File: config.mk
export PLATFORM = sky130hd
export DESIGN_NAME = ex_stage
export DESIGN_NICKNAME = d
export VERILOG_FILES = /design/src/rtl/ex_stage.sv
export SDC_FILE = /design/constraint.sdc
export NUM_CORES = 1
export LEC_CHECK = 0
export BUFFER_PORTS_ARGS = -buffer_cell sky130_fd_sc_hd__clkbuf_2
export CAP_MARGIN = 30
export CORE_ASPECT_RATIO = 0.75
export CORE_UTILIZATION = 50
export DETAILED_ROUTE_END_ITERATION = 8
export PLACE_DENSITY = 0.68
export SLEW_MARGIN = 0
export SYNTH_ARGS = -nofsm -noshare
export SYNTH_HDL_FRONTEND = slang
export SYNTH_SLANG_ARGS = --single-unit
File: constraint.sdc
create_clock -name clk -period 4.9 [get_ports clk]
set_input_delay 0.245 -clock clk [delete_from_list [all_inputs] [get_ports clk]]
set_output_delay 0.245 -clock clk [all_outputs]
set_load 0.01 [all_outputs]
File: src/rtl/ex_stage.sv
// Execute stage: ALU + radix-2 mul/div; ALU 1 cycle, iterative ops 34 cycles, o_EX_BUSY stalls upstream.
// Define EX_FAST_MUL_EN to make MUL/MULH single-cycle; DIV/REM stay iterative.
module ex_stage (
  input  logic         clk,
  input  logic         rst,
  input  logic         EX_FLUSH,
  input  logic [7:0]   EX_CTRL,
  input  logic         MEM_CTRL,
  input  logic [4:0]   WB_CTRL,
  input  logic [100:0] EX_DATA,
  output logic         o_MEM_CTRL,
  output logic [4:0]   o_WB_CTRL,
  output logic [68:0]  o_MEM_DATA,
  output logic         o_EX_BUSY
);
  localparam logic [2:0] MD_MUL  = 3'd1;
  localparam logic [2:0] MD_MULH = 3'd2;
  localparam logic [2:0] MD_DIV  = 3'd3;
  localparam logic [2:0] MD_DIVU = 3'd4;
  localparam logic [2:0] MD_REM  = 3'd5;
  localparam logic [2:0] MD_REMU = 3'd6;

  typedef enum logic [1:0] {IDLE, BUSY, DONE} state_t;

  state_t      state;
  logic [4:0]  cnt;
  logic [2:0]  op_q;
  logic [31:0] mag_a_q, mag_b_q, hi_q, lo_q;
  logic        sa_q, sb_q;

  logic        alu_src;
  logic [2:0]  md_op;
  logic [3:0]  alu_op;
  logic [4:0]  rw;
  logic [31:0] rd1, rd2, imm, op_a, op_b;
  logic        md_iter, md_signed, md_is_mul;

  assign alu_src = EX_CTRL[7];
  assign md_op   = EX_CTRL[6:4];
  assign alu_op  = EX_CTRL[3:0];
  assign rw      = EX_DATA[100:96];
  assign rd1     = EX_DATA[95:64];
  assign rd2     = EX_DATA[63:32];
  assign imm     = EX_DATA[31:0];
  assign op_a    = rd1;
  assign op_b    = alu_src ? imm : rd2;

`ifdef EX_FAST_MUL_EN
  assign md_iter = (md_op >= MD_DIV) && (md_op <= MD_REMU);
`else
  assign md_iter = (md_op >= MD_MUL) && (md_op <= MD_REMU);
`endif
  assign md_signed = (md_op == MD_MUL) || (md_op == MD_MULH) || (md_op == MD_DIV) || (md_op == MD_REM);
  assign md_is_mul = (md_op == MD_MUL) || (md_op == MD_MULH);

  assign o_EX_BUSY = rst && !EX_FLUSH && (((state == IDLE) && md_iter) || (state == BUSY));

  // Single-cycle ALU
  logic [31:0] alu_res, sc_res;
  always_comb begin
    alu_res = '0;
    case (alu_op)
      4'd0:    alu_res = op_a + op_b;
      4'd1:    alu_res = op_a - op_b;
      4'd2:    alu_res = op_a & op_b;
      4'd3:    alu_res = op_a | op_b;
      4'd4:    alu_res = op_a ^ op_b;
      4'd5:    alu_res = {31'd0, $signed(op_a) < $signed(op_b)};
      4'd6:    alu_res = {31'd0, op_a < op_b};
      4'd7:    alu_res = op_a << op_b[4:0];
      4'd8:    alu_res = op_a >> op_b[4:0];
      4'd9:    alu_res = $signed(op_a) >>> op_b[4:0];
      4'd10:   alu_res = op_b;
      default: alu_res = '0;
    endcase
  end

`ifdef EX_FAST_MUL_EN
  logic [63:0] fast_prod;
  assign fast_prod = $signed({{32{op_a[31]}}, op_a}) * $signed({{32{op_b[31]}}, op_b});
  always_comb begin
    sc_res = alu_res;
    if (md_op == MD_MUL)       sc_res = fast_prod[31:0];
    else if (md_op == MD_MULH) sc_res = fast_prod[63:32];
  end
`else
  assign sc_res = alu_res;
`endif

  // Operand magnitudes captured at accept; signs are reapplied when the result is formed.
  logic        in_sa, in_sb;
  logic [31:0] in_mag_a, in_mag_b;
  assign in_sa    = md_signed & op_a[31];
  assign in_sb    = md_signed & op_b[31];
  assign in_mag_a = in_sa ? -op_a : op_a;
  assign in_mag_b = in_sb ? -op_b : op_b;

  logic        q_is_mul;
  logic [32:0] div_sh, mul_sum;
  logic        div_ge;
  assign q_is_mul = (op_q == MD_MUL) || (op_q == MD_MULH);
  assign div_sh   = {hi_q, lo_q[31]};
  assign div_ge   = div_sh >= {1'b0, mag_b_q};
  assign mul_sum  = {1'b0, hi_q} + (lo_q[0] ? {1'b0, mag_a_q} : 33'd0);

  logic [63:0] prod_mag, prod_fix;
  logic [31:0] md_res;
  assign prod_mag = {hi_q, lo_q};
  assign prod_fix = (sa_q ^ sb_q) ? -prod_mag : prod_mag;

  // A zero divisor forces an all-ones quotient; the remainder path already restores the dividend.
  always_comb begin
    md_res = '0;
    case (op_q)
      MD_MUL:          md_res = prod_fix[31:0];
      MD_MULH:         md_res = prod_fix[63:32];
      MD_DIV, MD_DIVU: md_res = (mag_b_q == 32'd0) ? 32'hFFFF_FFFF : ((sa_q ^ sb_q) ? -lo_q : lo_q);
      MD_REM, MD_REMU: md_res = sa_q ? -hi_q : hi_q;
      default:         md_res = '0;
    endcase
  end

  logic [31:0] ex_out;
  assign ex_out = (state == DONE) ? md_res : sc_res;

  always_ff @(posedge clk or negedge rst) begin
    if (!rst) begin
      o_MEM_CTRL <= 1'b0;
      o_WB_CTRL  <= '0;
      o_MEM_DATA <= '0;
      state      <= IDLE;
      cnt        <= '0;
      op_q       <= '0;
      mag_a_q    <= '0;
      mag_b_q    <= '0;
      hi_q       <= '0;
      lo_q       <= '0;
      sa_q       <= 1'b0;
      sb_q       <= 1'b0;
    end else begin
      if (EX_FLUSH || o_EX_BUSY) begin
        o_MEM_CTRL <= 1'b0;
        o_WB_CTRL  <= '0;
        o_MEM_DATA <= '0;
      end else begin
        o_MEM_CTRL <= MEM_CTRL;
        o_WB_CTRL  <= WB_CTRL;
        o_MEM_DATA <= {rw, ex_out, rd2};
      end

      if (EX_FLUSH) begin
        state <= IDLE;
      end else begin
        case (state)
          IDLE: begin
            if (md_iter) begin
              op_q    <= md_op;
              sa_q    <= in_sa;
              sb_q    <= in_sb;
              mag_a_q <= in_mag_a;
              mag_b_q <= in_mag_b;
              hi_q    <= '0;
              lo_q    <= md_is_mul ? in_mag_b : in_mag_a;
              cnt     <= '0;
              state   <= BUSY;
            end
          end
          BUSY: begin
            if (q_is_mul) begin
              hi_q <= mul_sum[32:1];
              lo_q <= {mul_sum[0], lo_q[31:1]};
            end else if (div_ge) begin
              hi_q <= div_sh[31:0] - mag_b_q;
              lo_q <= {lo_q[30:0], 1'b1};
            end else begin
              hi_q <= div_sh[31:0];
              lo_q <= {lo_q[30:0], 1'b0};
            end
            cnt <= cnt + 5'd1;
            if (cnt == 5'd31) state <= DONE;
          end
          DONE:    state <= IDLE;
          default: state <= IDLE;
        endcase
      end
    end
  end
endmodule

==> key figures <==
Clock network
  – Longest Clk Path Bufs: 3
  – Clock sinks: 215
  – CTS root buffer: sky130_fd_sc_hd__clkbuf_16
  – Clk slew on worst S/H paths: 0.06 ns
  – Number of levels in the clock H-tree: 1
  – Insertion delay to the later sink of the worst-skew pair: 0.59 ns
  – Clock buffers created by TritonCTS: 27
  – TritonCTS clock tree: done

Critical path
  – Startpoint kind of the worst setup timing path: register
  – Endpoint class of the critical path: register
  – Cell family with most CP delay: compound AO/OA/AOI/OAI gates
  – Slack of the worst reg-to-reg path: 0.50 ns
  – Worst EP arrival: 4.90 ns
  – Slowest Stage Delay on Critical Path: 0.64 ns
  – Number of cells on the worst reg-to-reg path: 12
  – Start-to-end type of the worst setup path: register to register
  – Crit path max fanout: 5
  – Critical path's slowest cell: sky130_fd_sc_hd__o41ai_1
  – Worst Path Required: 5.40 ns
  – Worst reg2reg endpoint: hi_q[31]
  – Reg-to-reg startpoint: mag_b_q[3]
  – Critical-path cell list: inv_1 -> ha_1 -> o21a_1 -> o31a_1 -> o41ai_1 -> a32o_1 -> o21ai_1 -> a221oi_1 -> o21ai_0 -> a31oi_1 -> mux2_2 -> o31ai_1
  – Critical path buffer and inverter count: 1

Timing
  – FMAX: 227.2 MHz
  – RSZ-0062 raised after global routing: no
  – Slew Limit Headroom: 0.1856
  – Tcrit/Tclk final: 0.8984
  – Final setup fails: 0
  – Max Slew Vio Count: 0
  – Minimum period implied by the final worst setup slack: 4.402 ns
  – Setup TNS: 0 ns
  – Tightest Pin Transition: 1.206 ns
  – Number of hold violations in the final report: 0
  – Layout Skew: 0.02147 ns

Power and ir drop
  – Worst ir drop on vdd: 0.7488 mV
  – Internal power summed over all cells: 6.241 mW
  – Sequential power share: 0.225
  – LEAKAGE: 13.04 nW
  – Net Sw Power: 6.536 mW
  – Part of the total power dissipated in the clock network: 0.166
  – Pwr Density: 434.4 nW/µm²
  – Proportion of total power due to net switching: 0.5116
  – Combinational share of power: 0.609

Floorplan
  – Die height: 200.0 µm
  – Row count: 72
  – Die outline width: 266.0 µm
  – Initial core utilization: 0.5062
  – Number of top-level design ports: 194
  – Die Outline Area: 53190 µm²
  – Core Region: 51620 µm²

Drt
  – Detailed Route WL: 122100 µm
  – Count of nets left with antenna violations after detail routing: 0
  – Total number of vias: 29232
  – Drt via density: 6.726
  – Post-route DRC violation count: 0
  – Routed wirelength normalized by instance count: 28.09 µm
  – Detailed-router iteration count before antenna repair: 6
  – Number of design-rule violations left by the first detailed-router iteration: 4383

Final layout
  – Final layout net count: 3909
  – Area used by multi-input combinational logic: 19090 µm²
  – Post-route cell area: 29410 µm²
  – Fraction of final layout cells with drive strength greater than 1: 0.1390
  – Total of fill cells in the finished design: 4964
  – Syn-to-layout area delta: 12.56%
  – Storage cell area: 5380 µm²

Logic synthesis
  – Leading post-synthesis cells by cell area: sky130_fd_sc_hd__dfrtp_1, sky130_fd_sc_hd__ha_1, sky130_fd_sc_hd__o21ai_0, sky130_fd_sc_hd__nand2_1, sky130_fd_sc_hd__a21oi_1
  – Post-synth top area share: 0.2059
  – Top cells by count, synth: sky130_fd_sc_hd__nand2_1, sky130_fd_sc_hd__o21ai_0, sky130_fd_sc_hd__nor2_1, sky130_fd_sc_hd__a21oi_1, sky130_fd_sc_hd__dfrtp_1
  – Post-synthesis instance area: 26130 µm²
  – Post-Syn Nets: 3780
  – Share of synthesized flip-flops with an asynchronous set or reset: 1.000
  – FF+latch count, synth: 215
  – Top cell type by total area after synthesis: sky130_fd_sc_hd__dfrtp_1
  – Number of distinct library cells after synthesis: 102
  – Top_reg_cell synth: sky130_fd_sc_hd__dfrtp_1
  – Syn Inst Count: 3490
  – Dominant cell by count in the synthesized netlist: sky130_fd_sc_hd__nand2_1
  – EDFF count, synth: 0
  – Sequential cell area fraction in the yosys report: 0.2059
  – Mean instance size in the synthesized netlist: 7.487 µm²
  – Warning count from the yosys run: 0

Placed design
  – Placed wire-length estimate: 93850 µm
  – Weighted congestion reported at the end of routability-driven placement: 1.092
  – Area of placed instances: 27980 µm²
  – Port bufs: 193

Global routing
  – Gr ovfl total: 0
  – Gr usage total: 0.4466
  – Antenna violations before repair: 3
  – First-pass GRT wire length: 176500 µm
  – Largest net degree at the start of global routing: 95
  – Via count of the first global-routing pass: 26053

Min path
  – Start point of the worst min-delay path: EX_CTRL[5]
  – Hold Path Depth: 3
  – Worst min-delay path endpoint: op_q[1]
  – Path category of the worst min-delay check: input port to register

Run status
  – Run status: complete, no violations

Job
  – Max Cap Violations: 0
cell families (layout without fill, tap and decap cells):
logic type | Yosys count | count (layout) | synth area share
xor+xnor | 214 | 214 | 0.07173
other cells | 0 | 3 | 0
mux | 175 | 175 | 0.08825
compound gates | 1175 | 1175 | 0.2816
simple gates | 1112 | 1112 | 0.1992
flops | 215 | 215 | 0.2059
buf+inv | 427 | 577 | 0.06981
fa+ha+maj | 172 | 172 | 0.08351
routing by layer:
layer,GRT usage,part of all wire
met1,0.6500,0.43
met2,0.5966,0.38
met3,0.1570,0.15
met4,0.1607,0.042
met5,0,0
final cells by class:
class                      count  share of cell area
antenna                        3           0.0002552
clock buffer                  32             0.02531
clock inverter                18            0.005658
inverter                     151             0.01927
multi-input combinational   2848              0.6490
sequential                   215              0.1829
tap                          703             0.02990
timing repair buffer         376             0.08771
placed cells by master, fill, tap and decap left out, types with 36 or more instances in the layout:
cell / instances
sky130_fd_sc_hd__a211oi_1: 54
sky130_fd_sc_hd__a21o_1: 46
sky130_fd_sc_hd__a21oi_1: 279
sky130_fd_sc_hd__a31oi_1: 51
sky130_fd_sc_hd__and2_1: 92
sky130_fd_sc_hd__buf_4: 127
sky130_fd_sc_hd__clkbuf_2: 192
sky130_fd_sc_hd__dfrtp_1: 215
sky130_fd_sc_hd__dlygate4sd3_1: 46
sky130_fd_sc_hd__ha_1: 168
sky130_fd_sc_hd__inv_1: 147
sky130_fd_sc_hd__mux2i_1: 117
sky130_fd_sc_hd__mux4_2: 43
sky130_fd_sc_hd__nand2_1: 395
sky130_fd_sc_hd__nand3_1: 71
sky130_fd_sc_hd__nor2_1: 281
sky130_fd_sc_hd__nor3_1: 76
sky130_fd_sc_hd__o211ai_1: 36
sky130_fd_sc_hd__o21ai_0: 372
sky130_fd_sc_hd__o22ai_1: 52
sky130_fd_sc_hd__o31ai_1: 37
sky130_fd_sc_hd__xnor2_1: 142
sky130_fd_sc_hd__xor2_1: 70
power groups by stage:
stage               clock network [mW]  registers (mW)  logic (mW)
floorplan                            0            2.51        5.49
global placement                     0            2.88        7.36
detailed placement                   0            2.89        7.38
CTS                               2.14            2.86        7.46
global route                      2.21            2.93        8.40
finish                            2.12            2.88        7.78
how the worst max path moves through the flow:
stage                     endpoint  slack (ns)  cells after the start        from
finish                    hi_q[31]        0.50                     12  mag_b_q[3]
global route              hi_q[30]        0.23                     12     hi_q[5]
CTS                       hi_q[31]        0.79                     12  mag_b_q[3]
detailed placement  o_MEM_DATA[32]        0.44                     15  EX_CTRL[7]
global placement    o_MEM_DATA[60]        0.42                     14  EX_CTRL[7]
floorplan           o_MEM_DATA[52]        0.29                     19  EX_CTRL[7]
sequential cells by signal, summed over array words and instances (netlist names), 3 cells and up:
signal / count
cnt: 5
hi_q: 32
lo_q: 32
mag_a_q: 32
mag_b_q: 32
o_MEM_DATA: 69
o_WB_CTRL: 5
op_q: 3
per-stage QoR:
step | setup WS [ns] | util | power (mW) | std cells | hold WS, ns
after CTS | 0.7876 | 0.5687 | 12.45 | 4340 | 0.03314
after global placement | 0.4239 | 0.5421 | 10.24 | 4244 | 0.1796
after global routing | 0.2317 | 0.5697 | 13.53 | 4343 | 0.08305
after detailed placement | 0.4399 | 0.5421 | 10.27 | 4244 | 0.1776
final | 0.4981 | 0.5698 | 12.78 | 4346 | 0.04875
after floorplan | 0.2946 | - | 8.002 | 3490 | -0.05059
worst reg2reg max path: cells and delay by family (launching register included):
family / cells / cell delay (ns)
AOI/OAI and AO/OA: 9 / 2.88
DFF: 1 / 0.62
muxes: 1 / 0.37
adders and majority gates: 1 / 0.36
buffers and inverters: 1 / 0.09
repair_timing:
action                    4_1_cts  5_1_grt
hold endpoints to repair       89        0
buffers inserted                0        0
gates resized for setup         0        0
hold buffers                   46        0
(Power assumes the default switching activity.)
